===== config.mk =====
export PLATFORM = sky130hd
export DESIGN_NAME = ggt_euklid
export DESIGN_NICKNAME = d
export VERILOG_FILES = /design/src/rtl/ggt_pkg.sv /design/src/rtl/ggt_euklid.sv
export SDC_FILE = /design/constraint.sdc
export NUM_CORES = 1
export LEC_CHECK = 0
export ABC_AREA = 0
export ABC_CLOCK_PERIOD_IN_PS = 2750
export BUFFER_PORTS_ARGS = -buffer_cell sky130_fd_sc_hd__buf_2
export CAP_MARGIN = 20
export CORE_MARGIN = 2
export CORE_UTILIZATION = 30
export DETAILED_ROUTE_END_ITERATION = 10
export PLACE_DENSITY = 0.59
export SETUP_SLACK_MARGIN = 0.05
export SLEW_MARGIN = 40
export SYNTH_ARGS = -nofsm -noshare
export SYNTH_HDL_FRONTEND = slang
export SYNTH_SLANG_ARGS = --single-unit

===== constraint.sdc =====
create_clock -name clk -period 2.75 [get_ports clk]
set_input_delay 0.4125 -clock clk [delete_from_list [all_inputs] [get_ports clk]]
set_output_delay 0.4125 -clock clk [all_outputs]
set_load 0.03 [all_outputs]

===== src/rtl/ggt_pkg.sv =====
// Shared types and constants for the Euclidean GCD controller.
package ggt_pkg;

  localparam int unsigned WIDTH_DEFAULT = 16;
  localparam int unsigned ITER_W        = 8;

  typedef enum logic [2:0] {
    IDLE,
    LOAD,
    START_MOD,
    WAIT_MOD,
    DONE
  } ggt_state_e;

  // Saturating increment for the iteration counter.
  function automatic logic [ITER_W-1:0] sat_inc(input logic [ITER_W-1:0] v);
    return (v == '1) ? v : v + 1'b1;
  endfunction

endpackage


===== src/rtl/ggt_euklid.sv =====
// Euclidean GCD controller that drives an external modulo unit through the mod_* handshake.
// Defining GGT_ITER_COUNT_EN adds iter_o, the number of modulo calls of the current computation.
module ggt_euklid
  import ggt_pkg::*;
#(
  parameter int unsigned WIDTH = WIDTH_DEFAULT
) (
  input  logic              clk,
  input  logic              rst_i,
  input  logic              start_i,
  input  logic [WIDTH-1:0]  Zahl1_i,
  input  logic [WIDTH-1:0]  Zahl2_i,
  output logic              mod_start_o,
  output logic [WIDTH-1:0]  mod_zahl1_o,
  output logic [WIDTH-1:0]  mod_zahl2_o,
  input  logic              mod_valid_i,
  input  logic [WIDTH-1:0]  mod_ergebnis_i,
  output logic              busy_o,
  output logic              valid_o,
`ifdef GGT_ITER_COUNT_EN
  output logic [ITER_W-1:0] iter_o,
`endif
  output logic [WIDTH-1:0]  ergebnis_o
);

  ggt_state_e       state_q;
  logic [WIDTH-1:0] a_q;
  logic [WIDTH-1:0] b_q;

  always_ff @(posedge clk or posedge rst_i) begin
    if (rst_i) begin
      state_q     <= IDLE;
      a_q         <= '0;
      b_q         <= '0;
      mod_start_o <= 1'b0;
      mod_zahl1_o <= '0;
      mod_zahl2_o <= '0;
      busy_o      <= 1'b0;
      valid_o     <= 1'b0;
      ergebnis_o  <= '0;
`ifdef GGT_ITER_COUNT_EN
      iter_o      <= '0;
`endif
    end else begin
      mod_start_o <= 1'b0;
      valid_o     <= 1'b0;
      unique case (state_q)
        IDLE: begin
          if (start_i) begin
            a_q     <= Zahl1_i;
            b_q     <= Zahl2_i;
            busy_o  <= 1'b1;
            state_q <= LOAD;
`ifdef GGT_ITER_COUNT_EN
            iter_o  <= '0;
`endif
          end
        end
        LOAD: begin
          if (b_q == '0) begin
            ergebnis_o <= a_q;
            busy_o     <= 1'b0;
            valid_o    <= 1'b1;
            state_q    <= DONE;
          end else begin
            mod_start_o <= 1'b1;
            mod_zahl1_o <= a_q;
            mod_zahl2_o <= b_q;
            state_q     <= START_MOD;
`ifdef GGT_ITER_COUNT_EN
            iter_o      <= sat_inc(iter_o);
`endif
          end
        end
        START_MOD: state_q <= WAIT_MOD;
        WAIT_MOD: begin
          // Outputs are registered, so the next call's operands are taken from the remainder.
          if (mod_valid_i) begin
            if (mod_ergebnis_i == '0) begin
              ergebnis_o <= b_q;
              busy_o     <= 1'b0;
              valid_o    <= 1'b1;
              state_q    <= DONE;
            end else begin
              a_q         <= b_q;
              b_q         <= mod_ergebnis_i;
              mod_start_o <= 1'b1;
              mod_zahl1_o <= b_q;
              mod_zahl2_o <= mod_ergebnis_i;
              state_q     <= START_MOD;
`ifdef GGT_ITER_COUNT_EN
              iter_o      <= sat_inc(iter_o);
`endif
            end
          end
        end
        DONE:    state_q <= IDLE;
        default: state_q <= IDLE;
      endcase
    end
  end

endmodule

==> flow_metrics.env, run 1 <==
export IMPL_pwr_share_seq=0.348
export IMPL_antenna_cells=0
export IMPL_muxShareOfSynthArea=0.245
export IMPL_cp_max_fo=34
export IMPL_grt_overflow=0
export IMPL_r2r_slack_ps=540
export IMPL_cts_resized=0
export IMPL_finalSetupTns_ps=0
export IMPL_synth_top_family_by_area="multiplexers"
export IMPL_routedWlPerCell_um=14.8
export IMPL_ys_types=27
export IMPL_drtPass1Iterations=4
export IMPL_synthAdderAreaFrac=0
export IMPL_synthSimpleGateAreaFrac=0.155
export IMPL_post_cts_buffers=0
export IMPL_worstSetupPathType="reg2reg"
export IMPL_ys_seq_area_frac=0.521
export IMPL_nNetsFinal=548
export IMPL_netlist_area_leader_share=0.521
export IMPL_final_hold_viol_count=0
export IMPL_synth_compound_area_frac=0.0176
export IMPL_cts_made_buffers=9
export IMPL_fp_row_count=42
export IMPL_grt_pass1_wl_mm=16.4
export IMPL_gp_congestion=0.764
export IMPL_cts_max_level=3
export IMPL_r2r_end="mod_zahl2_o[5]"
export IMPL_slew_headroom=0.512
export IMPL_die_y_um=121
export IMPL_rsz0062_at_grt="no"
export IMPL_post_dp_hpwl_mm=7.28
export IMPL_end_kind="register"
export IMPL_cp_required_ps=2980
export IMPL_drc=0
export IMPL_drive_above_1_share=0.321
export IMPL_io_buffers=102
export IMPL_cp_arrival_ps=2430
export IMPL_p_switching_mw=2.62
export IMPL_maxCapViolations=0
export IMPL_hold_class="in2reg"
export IMPL_reg2regPathDepth=5
export IMPL_synth_seq_cells=86
export IMPL_via_count=3054
export IMPL_clkPwrFrac=0.177
export IMPL_synth_edf_count=0
export IMPL_cts_root_buffer="clkbuf_16"
export IMPL_yosysTopAreaCell="dfrtp_1"
export IMPL_grt_max_degree=49
export IMPL_core_area_sq_um=13300
export IMPL_p_leak_nw=2.71
export IMPL_clockBufferDepth=2
export IMPL_cts_tree="built"
export IMPL_area_delta_synth_final_pct=24.1
export IMPL_synth_xor_area_frac=0
export IMPL_synthTopCellsByArea="dfrtp_1 52%, nand2_1 12%, mux2i_1 11%"
export IMPL_grt_total_usage=0.147
export IMPL_finalMaxSlewViolations=0
export IMPL_fmax_mhz=453
export IMPL_grt_pass1_vias=3167
export IMPL_crit_path_start_kind="register"
export IMPL_drtAntennaViolNets=0
export IMPL_dieArea_sq_um=14700
export IMPL_initial_core_util=0.309
export IMPL_antenna_found_initial=0
export IMPL_synth_warnings=0
export IMPL_setup_violations_final=0
export IMPL_min_period_ps=2210
export IMPL_syn_avg_cell_area_sq_um=10.6
export IMPL_tightest_slew_ps=732
export IMPL_hold_path_endpoint="state_q[0]"
export IMPL_dr_first_iter_drc_count=120
export IMPL_syn_nets=443
export IMPL_syn_cell_area_sq_um=4130
export IMPL_synthFlopType="dfrtp_1"
export IMPL_power_internal_mw=3.65
export IMPL_min_path_cells=3
export IMPL_final_area_sq_um=5130
export IMPL_drt_total_wl_mm=9.96
export IMPL_via_per_inst=4.53
export IMPL_place_area_sq_um=4850
export IMPL_synth_common_cells="131 x nand2_1, 86 x dfrtp_1, 47 x mux2i_1, 35 x inv_1, 26 x mux2_2"
export IMPL_ios=103
export IMPL_r2r_start="b_q[12]"
export IMPL_insertion_delay_ps=350
export IMPL_syn_instance_count=391
export IMPL_post_place_ws_ps=429
export IMPL_clock_skew_ps=8.44
export IMPL_outcome="finished clean"
export IMPL_synth_most_common_cell="nand2_1"
export IMPL_layout_setup_ws_ps=544
export IMPL_hp_start="start_i"
export IMPL_p_comb_frac=0.475
export IMPL_die_w_um=121
export IMPL_async_flop_share=1.00
export IMPL_min_period_over_period=0.802
export IMPL_peakVddDrop_mv=0.482
export IMPL_p_sw_frac=0.418
export IMPL_cts_sinks=86
export IMPL_powerDensity_nw_per_um2=1220
export IMPL_clk_pin_slew_worst_paths_ps=60
[power groups by stage]
| stage | clock [mW] | sequential, mW | combinational [mW] |
|---|---|---|---|
| 3_5_place_dp | 0 | 2.21 | 3.04 |
| 5_1_grt | 1.20 | 2.26 | 3.30 |
| 4_1_cts | 1.15 | 2.19 | 3.05 |
| 3_3_place_gp | 0 | 2.18 | 2.99 |
| 6_report | 1.11 | 2.18 | 2.98 |
| 2_1_floorplan | 0 | 2.60 | 1.83 |
[worst max-delay path, cell delays in order, from the launching register on]
cell and delay (ps):
dfrtp_1 440, nor4_1 400, nand4_1 290, a32oi_4 300
buf_12 270, mux2_2 370
[kinds of logic after synthesis]
logic type             Yosys count
buffers and inverters           54
flip-flops                      86
multiplexers                    95
AO/OA/AOI/OAI                    7
AND/OR/NAND/NOR                149
[layout by cell type (no fill, tap or decap)]
cell type / instances
a21boi_0: 1
a21oi_1: 1
a31oi_4: 1
a32oi_4: 1
and3b_1: 1
buf_12: 2
buf_2: 102
buf_4: 8
clkbuf_16: 9
clkbuf_8: 2
clkinv_2: 3
dfrtp_1: 86
dlygate4sd3_1: 1
inv_1: 34
mux2_1: 22
mux2_2: 26
mux2i_1: 47
nand2_1: 131
nand2b_1: 1
nand3b_1: 2
nand4_1: 1
nand4_2: 1
nor2_1: 2
nor3b_1: 1
nor4_1: 4
nor4_2: 4
nor4b_1: 1
o21bai_1: 1
o22ai_1: 1
o22ai_2: 1
[how the worst max path moves through the flow]
stage                  startpoint        endpoint  slack [ps]
2_1_floorplan               rst_i          a_q[0]         120
3_3_place_gp   mod_ergebnis_i[12]  mod_zahl2_o[5]         490
3_5_place_dp   mod_ergebnis_i[12]  mod_zahl2_o[3]         430
4_1_cts                   b_q[12]  mod_zahl2_o[5]         510
5_1_grt                    b_q[4]  mod_zahl2_o[3]         390
6_report                  b_q[12]  mod_zahl2_o[5]         540
[through the flow]
| step | hold slack, ps | power (mW) | util | cells |
|---|---|---|---|---|
| after CTS | 371 | 6.38 | 0.384 | 674 |
| after detailed placement | 360 | 5.25 | 0.364 | 660 |
| final | 382 | 6.27 | 0.384 | 674 |
| after global routing | 396 | 6.75 | 0.384 | 674 |
| after floorplan | 459 | 4.44 | - | 391 |
| after global placement | 355 | 5.17 | 0.364 | 660 |
[layer usage]
metal / global-route usage / routed length (um) / vias up / share of wire
li1: - / - / 1480 / -
met1: 0.191 / 4490 / 1490 / 0.45
met2: 0.236 / 4740 / 75 / 0.48
met3: 0.0470 / 616 / 9 / 0.062
met4: 0.0424 / 112 / 0 / 0.011
met5: 0 / 0 / - / 0
[timing repair]
action                     in CTS  in global routing
hold endpoints to repair       12                  0
setup endpoints to repair       0                  0
hold buffers                    1                  0
[area by class of cell]
class	instances	area [sq um]
timing repair buffer	113	621
clock buffer	11	253
sequential	86	2150
fill	1372	8220
inverter	35	133
tap	176	220
clock inverter	2	10.0
multi-input combinational	251	1740
[sequential cells by signal, indices dropped and copies added, names as in the netlist]
register / cells
a_q: 16
b_q: 16
ergebnis_o: 16
mod_zahl1_o: 16
mod_zahl2_o: 16
state_q: 3
busy_o: 1
mod_start_o: 1
valid_o: 1
Power figures use the tool's default switching activity.
==> run 2, diff against run 1 <==
- ABC_CLOCK_PERIOD_IN_PS: 2750 -> 2200
- PLACE_DENSITY: 0.59 -> 0.57
- clock period: 2.75 -> 2.2 ns (I/O delays scaled with it)
==> run 2 against run 1 <==
The flow now finishes with violations (hold timing). Flip-flop and latch count unchanged. Critical path type unchanged. Maximum frequency increased by 9.9%. Largest power group unchanged. Hold slack got worse by 390 ps. Core utilization increased by 1.7 points.
==> flow_metrics.env, run 2 (synthesis gave the netlist of run 1 again) <==
export IMPL_outcome="finished, violations left"
export IMPL_violations="hold timing"
export IMPL_io_buffers=102
export IMPL_post_dp_hpwl_mm=7.52
export IMPL_wl_met3_um=524
export IMPL_layout_commonest_cell="nand2_1"
export IMPL_layout_setup_ws_ps=192
export IMPL_min_period_ps=2010
export IMPL_dieArea_sq_um=14700
export IMPL_cts_hold_fix_buffers=0
export IMPL_fmax_mhz=498
export IMPL_hold_class="in2async"
export IMPL_drt_total_wl_mm=10.2
export IMPL_nNetsFinal=561
export IMPL_cts_made_buffers=9
export IMPL_grt_pass1_wl_mm=16.3
export IMPL_insertion_delay_ps=340
export IMPL_maxCapViolations=0
export IMPL_drc=0
export IMPL_critical_path_max_stage_delay_ps=400
export IMPL_crit_family="simple AND/OR/NAND/NOR gates"
export IMPL_peakVddDrop_mv=0.606
export IMPL_worstSetupPathType="reg2reg"
export IMPL_fill_cells=1359
export IMPL_antenna_found_initial=0
export IMPL_powerDensity_nw_per_um2=1580
export IMPL_grt_pass1_vias=3156
export IMPL_gp_congestion=0.774
export IMPL_ios=103
export IMPL_via_count=3071
export IMPL_p_sw_frac=0.401
export IMPL_clk_pin_slew_worst_paths_ps=60
export IMPL_rsz0062_at_grt="no"
export IMPL_initial_core_util=0.309
export IMPL_fp_row_count=42
export IMPL_cp_required_ps=2420
export IMPL_final_area_sq_um=5350
export IMPL_finalSetupTns_ps=0
export IMPL_core_area_sq_um=13300
export IMPL_clock_skew_ps=7.54
export IMPL_grt_overflow=0
export IMPL_area_delta_synth_final_pct=29.5
export IMPL_routedWlPerCell_um=14.8
export IMPL_cts_tree="built"
export IMPL_dr_first_iter_drc_count=106
export IMPL_whs_ps=-5.31
export IMPL_r2r_end="mod_zahl2_o[3]"
export IMPL_antenna_cells=0
export IMPL_drive_above_1_share=0.348
export IMPL_cts_root_buffer="clkbuf_16"
export IMPL_final_hold_viol_count=17
export IMPL_highest_layer="met4"
export IMPL_cts_max_level=3
export IMPL_min_period_over_period=0.913
export IMPL_final_cell_mix="131 x nand2_1, 102 x buf_2, 86 x dfrtp_1, 47 x mux2i_1, 34 x inv_1"
export IMPL_clockBufferDepth=2
export IMPL_die_w_um=121
export IMPL_tightest_slew_ps=454
export IMPL_cp_arrival_ps=2230
export IMPL_grt_max_degree=45
export IMPL_wl_met2_mm=4.98
export IMPL_critPathSlowestCell="dfrtp_1"
export IMPL_wirelength_met1_mm=4.54
export IMPL_slew_headroom=0.693
export IMPL_p_switching_mw=3.40
export IMPL_drtAntennaViolNets=0
export IMPL_setup_violations_final=0
export IMPL_place_area_sq_um=4990
export IMPL_cp_max_fo=10
export IMPL_worstPathCellList="nor4_1, nand4_1, a32oi_4, buf_4, mux2_2"
export IMPL_grt_total_usage=0.146
export IMPL_drtPass1Iterations=4
export IMPL_p_comb_frac=0.475
export IMPL_post_place_ws_ps=23.1
export IMPL_r2r_start="b_q[0]"
export IMPL_pwr_share_seq=0.317
export IMPL_power_internal_mw=5.07
export IMPL_fin_util=0.401
export IMPL_end_kind="register"
export IMPL_cts_sinks=86
export IMPL_die_y_um=121
export IMPL_clkPwrFrac=0.208
export IMPL_path_buf_inv=1
export IMPL_p_leak_nw=2.82
export IMPL_reg2regPathDepth=5
export IMPL_crit_cells=5
export IMPL_finalMaxSlewViolations=0
export IMPL_crit_path_start_kind="register"
export IMPL_r2r_slack_ps=190
export IMPL_via_per_inst=4.45
run 2: cell type report:
cell class / count / area [sq um] / area share
flip-flops and latches: 86 / 2150 / 0.402
multi-input cells: 251 / 1750 / 0.328
repair buffers: 126 / 741 / 0.138
clock buffers: 10 / 239 / 0.0447
well taps: 176 / 220 / 0.0412
inverters: 35 / 135 / 0.0253
clock inverters: 6 / 109 / 0.0204
run 2: worst register-to-register path, delay by kind of cell (launching register included):
| kind | cells | cell delay, ps |
|---|---|---|
| compound gates | 1 | 270 |
| mux | 1 | 360 |
| simple gates | 2 | 630 |
| flops | 1 | 400 |
| buf+inv | 1 | 230 |
run 2: power groups by stage:
stage / Combinational [mW] / Sequential (mW) / Clock (mW)
3_3_place_gp: 3.99 / 2.68 / 0
4_1_cts: 4.09 / 2.68 / 1.81
6_report: 4.02 / 2.68 / 1.76
3_5_place_dp: 4.08 / 2.71 / 0
2_1_floorplan: 2.29 / 3.25 / 0
5_1_grt: 4.42 / 2.77 / 1.88
run 2: routing by layer:
layer / vias to the layer above / global-route usage
li1: 1513 / -
met1: 1475 / 0.182
met2: 72 / 0.248
met3: 11 / 0.0334
met4: 0 / 0.0517
met5: - / 0
run 2: through the flow:
| step | hold WS (ps) | cells | total power [mW] |
|---|---|---|---|
| 2_1_floorplan | 459 | 391 | 5.54 |
| 3_3_place_gp | 376 | 673 | 6.68 |
| 3_5_place_dp | 376 | 673 | 6.79 |
| 4_1_cts | 6.09 | 690 | 8.59 |
| 5_1_grt | 30.8 | 690 | 9.08 |
| 6_report | -5.31 | 690 | 8.47 |
run 2: repair_timing:
item | in CTS | in global routing
setup endpoints to repair | 1 | 9
buffers inserted | 1 | 0
gates resized for setup | 0 | 1
pin swaps | 1 | 0
run 2: how the worst max path moves through the flow:
| stage | start | slack (ps) | endpoint |
|---|---|---|---|
| after floorplan | b_q[12] | 370 | mod_zahl2_o[7] |
| after global placement | b_q[0] | 60 | mod_zahl2_o[3] |
| after detailed placement | mod_ergebnis_i[2] | 20 | mod_zahl2_o[3] |
| after CTS | b_q[12] | 170 | mod_zahl2_o[3] |
| after global routing | b_q[6] | 80 | mod_zahl2_o[3] |
| final | b_q[0] | 190 | mod_zahl2_o[3] |
